==> src/rtl/filter_pkg.sv <==
// rtl/filter_pkg.sv - shared state type, default sizes and address-width helper for the filter datapath
package filter_pkg;

  localparam int DEF_N_TAPS = 4;
  localparam int DEF_COEF_W = 8;

  typedef enum logic [1:0] {
    IDLE,
    HOLD,
    STREAM
  } filt_state_t;

  function automatic int addr_w(input int n_taps);
    return (n_taps > 1) ? $clog2(n_taps) : 1;
  endfunction

endpackage

==> src/rtl/filter_coef_bank.sv <==
// rtl/filter_coef_bank.sv - shadow coefficient register file, one write port, one async read port
module filter_coef_bank
  import filter_pkg::*;
#(
  parameter int N_TAPS = DEF_N_TAPS,
  parameter int COEF_W = DEF_COEF_W,
  parameter logic [N_TAPS*COEF_W-1:0] DEF_COEFS = '0,
  localparam int ADDR_W = addr_w(N_TAPS)
) (
  input  logic              clk_i,
  input  logic              reset_i,
  input  logic              we_i,
  input  logic [ADDR_W-1:0] waddr_i,
  input  logic [COEF_W-1:0] wdata_i,
  input  logic [ADDR_W-1:0] raddr_i,
  output logic [COEF_W-1:0] rdata_o
);

  localparam int AW1 = ADDR_W + 1;
  localparam logic [ADDR_W:0] N_TAPS_L = AW1'(N_TAPS);

  logic [COEF_W-1:0] mem [N_TAPS];

  always_ff @(posedge clk_i) begin
    if (reset_i) begin
      for (int i = 0; i < N_TAPS; i++) begin
        mem[i] <= DEF_COEFS[i*COEF_W +: COEF_W];
      end
    end else if (we_i) begin
      mem[waddr_i] <= wdata_i;
    end
  end

  // Unused index codes (non power-of-two tap counts) read as zero
  assign rdata_o = ({1'b0, raddr_i} < N_TAPS_L) ? mem[raddr_i] : '0;

endmodule

==> src/rtl/filter_coef_loader.sv <==
// rtl/filter_coef_loader.sv - host coefficient writes, commit-driven filter reset hold and h0..h(N-1) stream
// Optional AUTO_LOAD_EN: stream the default bank automatically after reset release.
module filter_coef_loader
  import filter_pkg::*;
#(
  parameter int N_TAPS = DEF_N_TAPS,
  parameter int COEF_W = DEF_COEF_W,
  parameter int RST_CYCLES = 10,
  parameter logic [N_TAPS*COEF_W-1:0] DEF_COEFS = 32'h04030201,
  localparam int ADDR_W = addr_w(N_TAPS)
) (
  input  logic              clk_i,
  input  logic              reset_i,
  input  logic              wr_valid_i,
  output logic              wr_ready_o,
  input  logic [ADDR_W-1:0] wr_addr_i,
  input  logic [COEF_W-1:0] wr_data_i,
  input  logic              commit_i,
  output logic              busy_o,
  output logic              filt_rst_o,
  output logic [COEF_W-1:0] coef_o,
  output logic              coef_valid_o,
  output logic              done_o,
  output logic              err_o
);

  localparam int CNT_W = (RST_CYCLES > 1) ? $clog2(RST_CYCLES) : 1;
  localparam logic [CNT_W-1:0] CNT_LAST = CNT_W'(RST_CYCLES - 1);
  localparam logic [ADDR_W-1:0] IDX_LAST = ADDR_W'(N_TAPS - 1);
  localparam int AW1 = ADDR_W + 1;
  localparam logic [ADDR_W:0] N_TAPS_L = AW1'(N_TAPS);

  filt_state_t       state, state_nxt;
  logic [CNT_W-1:0]  cnt, cnt_nxt;
  logic [ADDR_W-1:0] idx, idx_nxt;
  logic              loaded, loaded_nxt;
  logic              auto_go;
  logic              wr_fire, bank_we;
  logic [COEF_W-1:0] bank_rdata;
  logic              wr_ready_nxt, busy_nxt, filt_rst_nxt, coef_valid_nxt, done_nxt, err_nxt;
  logic [COEF_W-1:0] coef_nxt;

  filter_coef_bank #(
    .N_TAPS   (N_TAPS),
    .COEF_W   (COEF_W),
    .DEF_COEFS(DEF_COEFS)
  ) u_bank (
    .clk_i  (clk_i),
    .reset_i(reset_i),
    .we_i   (bank_we),
    .waddr_i(wr_addr_i),
    .wdata_i(wr_data_i),
    .raddr_i(idx_nxt),
    .rdata_o(bank_rdata)
  );

`ifdef AUTO_LOAD_EN
  logic auto_pending;

  always_ff @(posedge clk_i) begin
    if (reset_i) begin
      auto_pending <= 1'b1;
    end else if (state == IDLE) begin
      auto_pending <= 1'b0;
    end
  end

  assign auto_go = auto_pending;
`else
  assign auto_go = 1'b0;
`endif

  assign wr_fire = wr_valid_i & wr_ready_o;
  assign bank_we = wr_fire & ({1'b0, wr_addr_i} < N_TAPS_L);

  always_ff @(posedge clk_i) begin
    if (reset_i) begin
      state        <= IDLE;
      cnt          <= '0;
      idx          <= '0;
      loaded       <= 1'b0;
      wr_ready_o   <= 1'b0;
      busy_o       <= 1'b0;
      filt_rst_o   <= 1'b1;
      coef_o       <= '0;
      coef_valid_o <= 1'b0;
      done_o       <= 1'b0;
      err_o        <= 1'b0;
    end else begin
      state        <= state_nxt;
      cnt          <= cnt_nxt;
      idx          <= idx_nxt;
      loaded       <= loaded_nxt;
      wr_ready_o   <= wr_ready_nxt;
      busy_o       <= busy_nxt;
      filt_rst_o   <= filt_rst_nxt;
      coef_o       <= coef_nxt;
      coef_valid_o <= coef_valid_nxt;
      done_o       <= done_nxt;
      err_o        <= err_nxt;
    end
  end

  always_comb begin
    state_nxt      = state;
    cnt_nxt        = cnt;
    idx_nxt        = idx;
    loaded_nxt     = loaded;
    wr_ready_nxt   = 1'b0;
    busy_nxt       = 1'b0;
    filt_rst_nxt   = 1'b1;
    coef_nxt       = '0;
    coef_valid_nxt = 1'b0;
    done_nxt       = 1'b0;
    err_nxt        = err_o | (wr_fire & ~bank_we);

    case (state)
      IDLE: begin
        if (commit_i || auto_go) begin
          state_nxt = HOLD;
          cnt_nxt   = '0;
        end
      end
      HOLD: begin
        if (cnt == CNT_LAST) begin
          state_nxt = STREAM;
          idx_nxt   = '0;
        end else begin
          cnt_nxt = cnt + 1'b1;
        end
      end
      STREAM: begin
        if (idx == IDX_LAST) begin
          state_nxt  = IDLE;
          loaded_nxt = 1'b1;
          done_nxt   = 1'b1;
        end else begin
          idx_nxt = idx + 1'b1;
        end
      end
      default: state_nxt = IDLE;
    endcase

    // Outputs are decoded from the upcoming state so they land in the register this edge
    case (state_nxt)
      IDLE: begin
        wr_ready_nxt = 1'b1;
        filt_rst_nxt = ~loaded_nxt;
      end
      HOLD: begin
        busy_nxt = 1'b1;
      end
      STREAM: begin
        busy_nxt       = 1'b1;
        filt_rst_nxt   = 1'b0;
        coef_nxt       = bank_rdata;
        coef_valid_nxt = 1'b1;
      end
      default: ;
    endcase
  end

endmodule

==> config.mk <==
export PLATFORM = sky130hd
export DESIGN_NAME = filter_coef_loader
export DESIGN_NICKNAME = d
export VERILOG_FILES = /design/src/rtl/filter_pkg.sv /design/src/rtl/filter_coef_bank.sv /design/src/rtl/filter_coef_loader.sv
export SDC_FILE = /design/constraint.sdc
export NUM_CORES = 1
export LEC_CHECK = 0
export CAP_MARGIN = 20
export CORE_AREA = 2 2 73 75
export CTS_BUF_LIST = sky130_fd_sc_hd__clkbuf_4
export DETAILED_ROUTE_END_ITERATION = 10
export DIE_AREA = 0 0 75 77
export PLACE_DENSITY = 0.82
export SLEW_MARGIN = 30
export SYNTH_ARGS = -nofsm -noshare
export SYNTH_HDL_FRONTEND = slang
export SYNTH_SLANG_ARGS = --single-unit
export TNS_END_PERCENT = 30
==> constraint.sdc <==
create_clock -name clk_i -period 4.1 [get_ports clk_i]
set_input_delay 0.41 -clock clk_i [delete_from_list [all_inputs] [get_ports clk_i]]
set_output_delay 0.41 -clock clk_i [all_outputs]
set_load 0.03 [all_outputs]
==> results.sh, run 1 <==
export IMPL_first_iter_violations=62
export IMPL_status="completed"
export IMPL_die_area_um2=5780
export IMPL_synth_distinct_cells=38
export IMPL_critical_path_startpoint="state[1]$_SDFF_PP0_"
export IMPL_leakage_power_of_the_design_nw=1.13
export IMPL_clock_sink_count=54
export IMPL_most_frequent_cells_in_the_layout="sky130_fd_sc_hd__edfxtp_1, sky130_fd_sc_hd__and2_1, sky130_fd_sc_hd__clkdlybuf4s50_1"
export IMPL_post_route_design_area_um2=2770
export IMPL_postSynthRegisterBits=54
export IMPL_layout_worst_path_cycle_share_pct=64.1
export IMPL_whs_ns=0.484
export IMPL_nets=242
export IMPL_cts_setup_buffers=0
export IMPL_max_freq_mhz=380
export IMPL_route_antenna_remaining_nets=0
export IMPL_worstPathRequired_ns=4.40
export IMPL_post_synth_instance_area_um2=2380
export IMPL_number_of_antenna_repair_diodes=0
export IMPL_fp_dieW_um=75
export IMPL_syn2layout_area_growth_pct=16.1
export IMPL_wl_per_cell_um=12.8
export IMPL_drv_cap=0
export IMPL_cts_htree_levels=2
export IMPL_syn_instance_count=190
export IMPL_min_period_ns=2.63
export IMPL_cellPowerDensity_nw_per_um2=329
export IMPL_total_clock_buffers_created_by_cts=5
export IMPL_drt_pass1_iterations=4
export IMPL_place_area_um2=2710
export IMPL_synth_top_cell_area_share_pct=40.3
export IMPL_globalRoute_totalOverflow=0
export IMPL_post_route_util_pct=55.6
export IMPL_rsz0062_at_grt="no"
export IMPL_max_slew_margin_rel_pct=50.2
export IMPL_root_buffer="sky130_fd_sc_hd__clkbuf_4"
export IMPL_ratio_of_cells_with_drive_above_1_in_the_final_layout_pct=8.64
export IMPL_dpl_hpwl_um=2820
export IMPL_postRouteWirelength_um=3710
export IMPL_insertion_delay_ns=0.37
export IMPL_setup_violations=0
export IMPL_timing_critical_path_to_type="register"
export IMPL_reg2reg_slack_ns=1.47
export IMPL_residual_drc_count=0
export IMPL_crit_path_start_kind="register"
export IMPL_synth_yosys_seq_area_share_pct=58.8
export IMPL_synthesis_yosys_warnings=0
export IMPL_worstPathMaxFanout=8
export IMPL_grt_max_degree=23
export IMPL_core_um2=4980
export IMPL_number_of_antenna_violations_at_the_first_check_in_global_routing=0
export IMPL_post_drt_via_cell_ratio=4.84
export IMPL_peakVddDrop_v=0.000139
export IMPL_port_buffer_count=26
export IMPL_std_cell_rows=26
export IMPL_dpl_cell_count=282
export IMPL_synth_area_per_cell_um2=12.5
export IMPL_worst_setup_hold_path_clk_slew_ns=0.15
export IMPL_initial_core_util_pct=47.9
export IMPL_layout_cells_most_common="sky130_fd_sc_hd__edfxtp_1"
export IMPL_final_fill_count=417
export IMPL_worst_ep_arrival_time_ns=2.93
export IMPL_worst_flop_to_flop_path_startpoint="state[1]$_SDFF_PP0_"
export IMPL_detailroute_via_count=1405
export IMPL_cell_taking_the_most_area_after_synthesis="sky130_fd_sc_hd__edfxtp_1"
export IMPL_vias_in_the_first_global_route=1355
export IMPL_setup_ws_ns=1.47
export IMPL_finalHoldViolations=0
export IMPL_number_of_top_level_pins=28
export IMPL_total_power_mw=0.910
export IMPL_grt_pass1_wl_um=6220
export IMPL_tritoncts_clock_tree="built"
export IMPL_hold_path_class="register to register"
export IMPL_place_worst_setup_slack_ns=1.30
export IMPL_min_delay_start="loaded$_SDFF_PP0_"
export IMPL_final_max_slew_violation_count=0
export IMPL_final_setup_tns_ns=0
export IMPL_post_cts_resize_count=0
export IMPL_place_congestion=0.782
export IMPL_maximum_clock_skew_at_final_layout_ns=0.00714
export IMPL_instances_no_fill=290
export IMPL_chipHeight_um=77
export IMPL_post_synthesis_net_count=213
export IMPL_worstSetupPathType="register to register"
export IMPL_cts_root_to_sink_buffers=2
export IMPL_max_slew_worst_pin_slew_ns=0.742
export IMPL_globalRouteTotalUtil_pct=14.4
export IMPL_ys_top_cells_by_area="sky130_fd_sc_hd__edfxtp_1, sky130_fd_sc_hd__dfxtp_1, sky130_fd_sc_hd__mux2i_1"
export IMPL_cts_hold_buffers_added=0
-- where the power goes --
group	internal [mW]	leakage [nW]	switching (mW)
Clock	0.0757	0.0360	0.162
Sequential	0.590	0.496	0.00554
Combinational	0.0332	0.599	0.0434
-- path summary, 6_finish.rpt --
kind,end,depth (start not counted)
setup / recovery,coef_o[4]$_SDFF_PP0_,9
hold / removal,loaded$_SDFF_PP0_,2
setup reg to reg,coef_o[4]$_SDFF_PP0_,9
hold reg to reg,loaded$_SDFF_PP0_,2
-- cells by family after synthesis --
logic type,after synthesis,share of synthesized area [%]
buffers and inverters,12,2.84
DFF,54,58.8
adders and majority gates,9,4.73
xor gates and xnor gates,2,0.735
AOI/OAI and AO/OA,26,7.93
other,1,0.157
muxes,17,7.14
and+or+nand+nor,69,17.6
-- per-layer routing --
metal,track usage (%),wire [um]
met4,5.71,37
met5,0,0
met3,2.89,120
met2,23.3,1890
met1,18.5,1660
-- final cells by class --
type	instances	area (um2)	area share (%)
sequential	54	1400	50.7
multi-input combinational	124	920	33.3
timing repair buffer	28	275	9.95
tap	70	87.6	3.17
clock buffer	6	45.0	1.63
inverter	6	22.5	0.814
clock inverter	2	13.8	0.498
-- critical path, stage by stage, from the launching register on --
cell                      delay [ns]
sky130_fd_sc_hd__dfxtp_1        0.37
sky130_fd_sc_hd__inv_1          0.10
sky130_fd_sc_hd__ha_1           0.20
sky130_fd_sc_hd__nor2b_1        0.40
sky130_fd_sc_hd__o21ai_1        0.11
sky130_fd_sc_hd__a221o_2        0.42
sky130_fd_sc_hd__inv_1          0.09
sky130_fd_sc_hd__ha_1           0.19
sky130_fd_sc_hd__or3b_1         0.49
sky130_fd_sc_hd__o22ai_1        0.17
-- synthesized netlist by cell type (all sizes together) --
cell / number
a21boi: 1
conb: 1
ha: 9
a41o: 1
edfxtp: 32
nor3: 2
nand3: 2
or3b: 1
a211o: 1
clkbuf: 2
o21ai: 5
nand2: 3
nor2b: 5
mux2i: 17
o41a: 2
or2: 5
a31oi: 3
or3: 1
nand3b: 2
and2: 27
inv: 6
a21oi: 2
a221o: 1
a31o: 1
nand2b: 6
nor2: 12
o22ai: 9
nor3b: 3
buf: 4
dfxtp: 22
xnor2: 2
-- flip-flops by register name, summed over array words and instances (netlist names) --
name / flops
u_bank.mem: 32
done_o: 1
coef_valid_o: 1
cnt: 4
idx: 2
coef_o: 8
loaded: 1
wr_ready_o: 1
filt_rst_o: 1
busy_o: 1
state: 2
Note: power is estimated with default switching activity, not from simulation.
==> run 2: changes to the inputs <==
==> constraint.sdc (replaced) <==
create_clock -name clk_i -period 2.45 [get_ports clk_i]
set_input_delay 0.245 -clock clk_i [delete_from_list [all_inputs] [get_ports clk_i]]
set_output_delay 0.245 -clock clk_i [all_outputs]
set_load 0.03 [all_outputs]
==> run 2 against run 1 <==
Against the previous run:
- clock power increased by 75%
- register-to-register slack got worse by 1.4 ns
- fmax increased by 13%
- utilization increased by 1.4 points
- wire length increased by 9.5%
- cell count increased by 1.7%
- die area unchanged
- flip-flop and latch count unchanged
- clock skew increased by 0.0020 ns
- combinational power increased by 80%
- sequential power increased by 68%
==> results.sh, run 2 (synthesis results as in run 1) <==
export IMPL_status="completed"
export IMPL_worstPathMaxFanout=8
export IMPL_leakage_power_of_the_design_nw=1.16
export IMPL_root_buffer="sky130_fd_sc_hd__clkbuf_4"
export IMPL_layout_worst_path_cycle_share_pct=95.3
export IMPL_dpl_hpwl_um=2920
export IMPL_globalRoute_totalOverflow=0
export IMPL_setup_violations=0
export IMPL_chipHeight_um=77
export IMPL_vias_in_the_first_global_route=1399
export IMPL_final_fill_count=400
export IMPL_hold_path_class="register to register"
export IMPL_port_buffer_count=26
export IMPL_initial_core_util_pct=47.9
export IMPL_worstRegToRegCells=9
export IMPL_route_antenna_remaining_nets=0
export IMPL_setup_ws_ns=0.116
export IMPL_clock_sink_count=54
export IMPL_worstHoldPathCells=2
export IMPL_crit_path_max_incr_delay_ns=0.44
export IMPL_min_period_ns=2.33
export IMPL_cts_htree_levels=2
export IMPL_residual_drc_count=0
export IMPL_worst_ep_arrival_time_ns=2.65
export IMPL_grt_pass1_wl_um=6580
export IMPL_detailroute_via_count=1452
export IMPL_number_of_antenna_violations_at_the_first_check_in_global_routing=0
export IMPL_place_congestion=0.753
export IMPL_drv_cap=0
export IMPL_worstSetupPathType="register to register"
export IMPL_max_freq_mhz=428
export IMPL_worstPathRequired_ns=2.76
export IMPL_maximum_clock_skew_at_final_layout_ns=0.00915
export IMPL_post_drt_via_cell_ratio=4.92
export IMPL_tritoncts_clock_tree="built"
export IMPL_largest_register_ffs=32
export IMPL_nets=247
export IMPL_crit_path_frequent_cell="sky130_fd_sc_hd__inv_1"
export IMPL_number_of_top_level_pins=28
export IMPL_layout_cells_most_common="sky130_fd_sc_hd__edfxtp_1"
export IMPL_die_area_um2=5780
export IMPL_wl_per_cell_um=13.8
export IMPL_first_iter_violations=52
export IMPL_peakVddDrop_v=0.000227
export IMPL_cts_root_to_sink_buffers=2
export IMPL_postRouteWirelength_um=4060
export IMPL_crit_path_top_delay_cell="sky130_fd_sc_hd__or3b_4"
export IMPL_fp_dieW_um=75
export IMPL_largest_register="u_bank.mem"
export IMPL_finalHoldViolations=0
export IMPL_place_worst_setup_slack_ns=0.0338
export IMPL_crit_path_start_kind="register"
export IMPL_cp_cell_sequence="inv_1 -> ha_2 -> nor2b_2 -> o21ai_1 -> a221o_2 -> inv_1 -> ha_1 -> or3b_4 -> o22ai_1"
export IMPL_dpl_cell_count=287
export IMPL_grt_max_degree=22
export IMPL_drt_pass1_iterations=4
export IMPL_syn2layout_area_growth_pct=18.9
export IMPL_insertion_delay_ns=0.38
export IMPL_worst_setup_hold_path_clk_slew_ns=0.15
export IMPL_cts_setup_buffers=0
export IMPL_final_max_slew_violation_count=0
export IMPL_reg2reg_slack_ns=0.12
export IMPL_reg_top3="u_bank.mem: 32 flops, coef_o: 8 flops, cnt: 4 flops"
export IMPL_ratio_of_cells_with_drive_above_1_in_the_final_layout_pct=13.3
export IMPL_most_frequent_cells_in_the_layout="sky130_fd_sc_hd__edfxtp_1, sky130_fd_sc_hd__and2_1, sky130_fd_sc_hd__clkdlybuf4s50_1"
export IMPL_total_clock_buffers_created_by_cts=5
export IMPL_final_setup_tns_ns=0
export IMPL_layout_area_seq_um2=1400
export IMPL_instances_no_fill=295
export IMPL_globalRouteTotalUtil_pct=15.2
export IMPL_core_um2=4980
export IMPL_whs_ns=0.499
export IMPL_combined_area_of_the_multi_input_logic_cells_um2=943
export IMPL_number_of_antenna_repair_diodes=0
export IMPL_std_cell_rows=26
export IMPL_cellPowerDensity_nw_per_um2=547
export IMPL_timing_critical_path_to_type="register"
==> run 2: changes by cell type in the layout (fill, tap and decap cells not counted), sizes merged <==
cell | before | now
clkbuf | 6 | 5
buf | 2 | 7
inv | 7 | 8
==> run 2: path summary, 6_finish.rpt <==
kind                             from                   end
setup / recovery  state[0]$_SDFF_PP0_  coef_o[6]$_SDFF_PP0_
hold / removal      loaded$_SDFF_PP0_     loaded$_SDFF_PP0_
setup reg to reg  state[0]$_SDFF_PP0_  coef_o[6]$_SDFF_PP0_
hold reg to reg     loaded$_SDFF_PP0_     loaded$_SDFF_PP0_
==> run 2: final cells by class <==
class,instances,area share (%)
multi-input cells,124,33.3
repair buffers,33,11.0
clock buffers,5,1.33
clock inverters,3,0.928
flip-flops and latches,54,49.5
well taps,70,3.09
inverters,6,0.795
==> run 2: metrics by stage <==
step / instance area, um2 / total power [mW] / utilization, %
after floorplan: 2380 / 1.09 / -
after global placement: 2740 / 1.15 / 55.1
after detailed placement: 2740 / 1.15 / 55.1
after CTS: 2810 / 1.55 / 56.5
after global routing: 2830 / 1.60 / 56.9
final: 2830 / 1.55 / 56.9
==> run 2: what timing repair did <==
| action | CTS | global route |
|---|---|---|
| endpoints found under the setup margin | 3 | 8 |
| hold buffers | 0 | 0 |
| gates resized for setup | 1 | 6 |
| hold endpoints to repair | 0 | 0 |
==> run 2: where the power goes <==
| group | total, mW | internal (mW) | leakage [nW] | switching (mW) |
|---|---|---|---|---|
| combinational | 0.138 | 0.0605 | 0.629 | 0.0771 |
| clock | 0.416 | 0.122 | 0.0362 | 0.294 |
| sequential | 0.997 | 0.987 | 0.497 | 0.00970 |
==> run 2: critical path: cells and delay by family (launching register included) <==
family / cells / cell delay, ns
AO/OA/AOI/OAI: 3 / 0.62
AND/OR/NAND/NOR: 2 / 0.61
adder cells (fa/ha/maj): 2 / 0.42
flip-flops: 1 / 0.37
buffers and inverters: 2 / 0.24
==> run 2: metal layers <==
metal  up-vias  GRT usage, %  share of wire, %
met3         7          4.73               3.9
met4         0          6.07               2.2
met5         -             0                 0
li1        738             -                 -
met2        29          24.7                51
met1       678          18.3                42
==> RTL change (config.mk and constraints of run 2) <==
Build with the macro `AUTO_LOAD_EN` defined.
--- a/src/rtl/filter_coef_loader.sv
+++ b/src/rtl/filter_coef_loader.sv
@@ -1,5 +1,7 @@
 // rtl/filter_coef_loader.sv - host coefficient writes, commit-driven filter reset hold and h0..h(N-1) stream
 // Optional AUTO_LOAD_EN: stream the default bank automatically after reset release.
+`define AUTO_LOAD_EN
+
 module filter_coef_loader
   import filter_pkg::*;
 #(
Function: changed (Yosys sat finds a counterexample within 4 cycles, from zero or initial values and one cycle with reset_i high).
==> RTL change against run 2 <==
  * Design area down 0.66%
  * Non-clock buffer count down 1
  * Combinational power up 5%
  * Critical path depth down 1
  * Global-route usage down 0.76 points
  * Die area unchanged
  * Setup slack better by 0.21 ns
  * Routed wire length down 7.4%
  * Area after synthesis up 0.32%
  * Power up 2.9%
  * Sequential cell count up 1
  * Critical endpoint is now coef_o[5]
  * Largest cell class unchanged
  * Largest power group unchanged
==> RTL change: results (changes against run 2) <==
* Status: finished clean
* H-tree Lvls at 2 (unchanged)
* DR pass1 iterations at 4 (unchanged)
* Mapped Cells at 194 (+2.1%)
* # resized after CTS at 0 (-1)
* Worst VDD drop at 0.277 mV (+22%)
* Clock Path Buffers at 2 (unchanged)
* Post-synthesis sequential area ratio at 0.595 (+0.00653)
* Synth cell types at 40 (+5.3%)
* Leak at 1.16 nW (-0.18%)
* Number of global-route vias before repair at 1393 (-0.43%)
* Clk root buf: clkbuf_4
* CTS Buf Count at 5 (unchanged)
* Postcts setup bufs at 0 (unchanged)
* Syn Nets at 217 (+1.9%)
* Number of diodes at 0 (unchanged)
* Initial antenna violation count at 0 (unchanged)
* Critical Path AT at 2.44 ns (-0.21 ns)
* Starting DRT DRC Count at 43 (-17%)
* Post-synth top cells: edfxtp_1, and2_1, dfxtp_1
* Number of synthesis warnings at 0 (unchanged)
* Layout Nets at 252 (+2.0%)
* GRT Total Usage at 0.144 (-0.00759)
* Post-Place Worst Slack at 0.285 ns (+0.251 ns)
* Setup Skew at 0.0173 ns (+0.00817 ns)
* GPL Wtd Cong at 0.737 (-2.0%)
* Total number of vias at 1468 (+1.1%)
* # port buffers at 26 (unchanged)
* Biggest regs: u_bank.mem x32, coef_o x8, cnt x4
* Largest net degree at the start of global routing at 21 (-4.5%)
* DR vias/cell at 4.89 (-0.58%)
* First-pass GRT wire length at 6140 um (-6.7%)
* Hold path startpoint: loaded
* Layout cells sized above 1 at 0.104 (-0.0290)
* Total detailed-routing wirelength at 3760 um (-7.4%)
* Synth area leaders: edfxtp_1, dfxtp_1, mux2i_1
* Placed cells at 292 (+1.7%)
* Total of max-cap violations at 0 (unchanged)
* Hpwl dp at 2900 um (-0.69%)
==> RTL change: through the flow <==
step	instance area [sq um]	power, mW	hold WS (ns)
after global routing	2810	1.66	0.527
after detailed placement	2750	1.19	0.446
after CTS	2810	1.60	0.483
after floorplan	2390	1.13	0.423
after global placement	2750	1.18	0.436
final	2810	1.59	0.488
==> RTL change: power by group <==
group / internal (mW) / switching [mW] / total [mW]
Combinational: 0.0645 / 0.0804 / 0.145
Clock: 0.127 / 0.302 / 0.429
Sequential: 1.01 / 0.0137 / 1.02
Total: 1.20 / 0.396 / 1.59
==> RTL change: final cells by class <==
class,count,area [sq um]
fillers,416,2160
flip-flops and latches,55,1420
multi-input cells,127,903
repair buffers,32,305
well taps,70,87.6
clock buffers,5,37.5
inverters,8,30.0
clock inverters,3,28.8
==> RTL change: cell families after synthesis <==
family / count (synthesis) / share of synthesized area
other: 1 / 0.00157
AO/OA/AOI/OAI: 27 / 0.0812
buffers and inverters: 12 / 0.0272
flip-flops: 55 / 0.595
XOR/XNOR: 2 / 0.00733
AND/OR/NAND/NOR: 71 / 0.170
adder cells (fa/ha/maj): 9 / 0.0471
multiplexers: 17 / 0.0712
==> RTL change: worst max-delay path, cell delays in order, from the launching register on <==
cell	delay (ns)
dfxtp_1	0.38
inv_1	0.09
ha_1	0.20
nor3b_1	0.31
o21ai_0	0.13
a21oi_1	0.24
ha_1	0.24
nand3_1	0.23
o22ai_1	0.25
==> RTL change: layer usage <==
layer	routed length (um)	track usage
met1	1600	0.165
met2	1960	0.243
met3	123	0.0407
met4	79	0.0643
met5	0	0
==> RTL change: path summary, 6_finish.rpt <==
check              endpoint  slack (ns)  cells past startpoint
hold / removal       loaded        0.49                      2
setup reg to reg  coef_o[5]        0.33                      8
hold reg to reg      loaded        0.49                      2
setup / recovery  coef_o[5]        0.33                      8
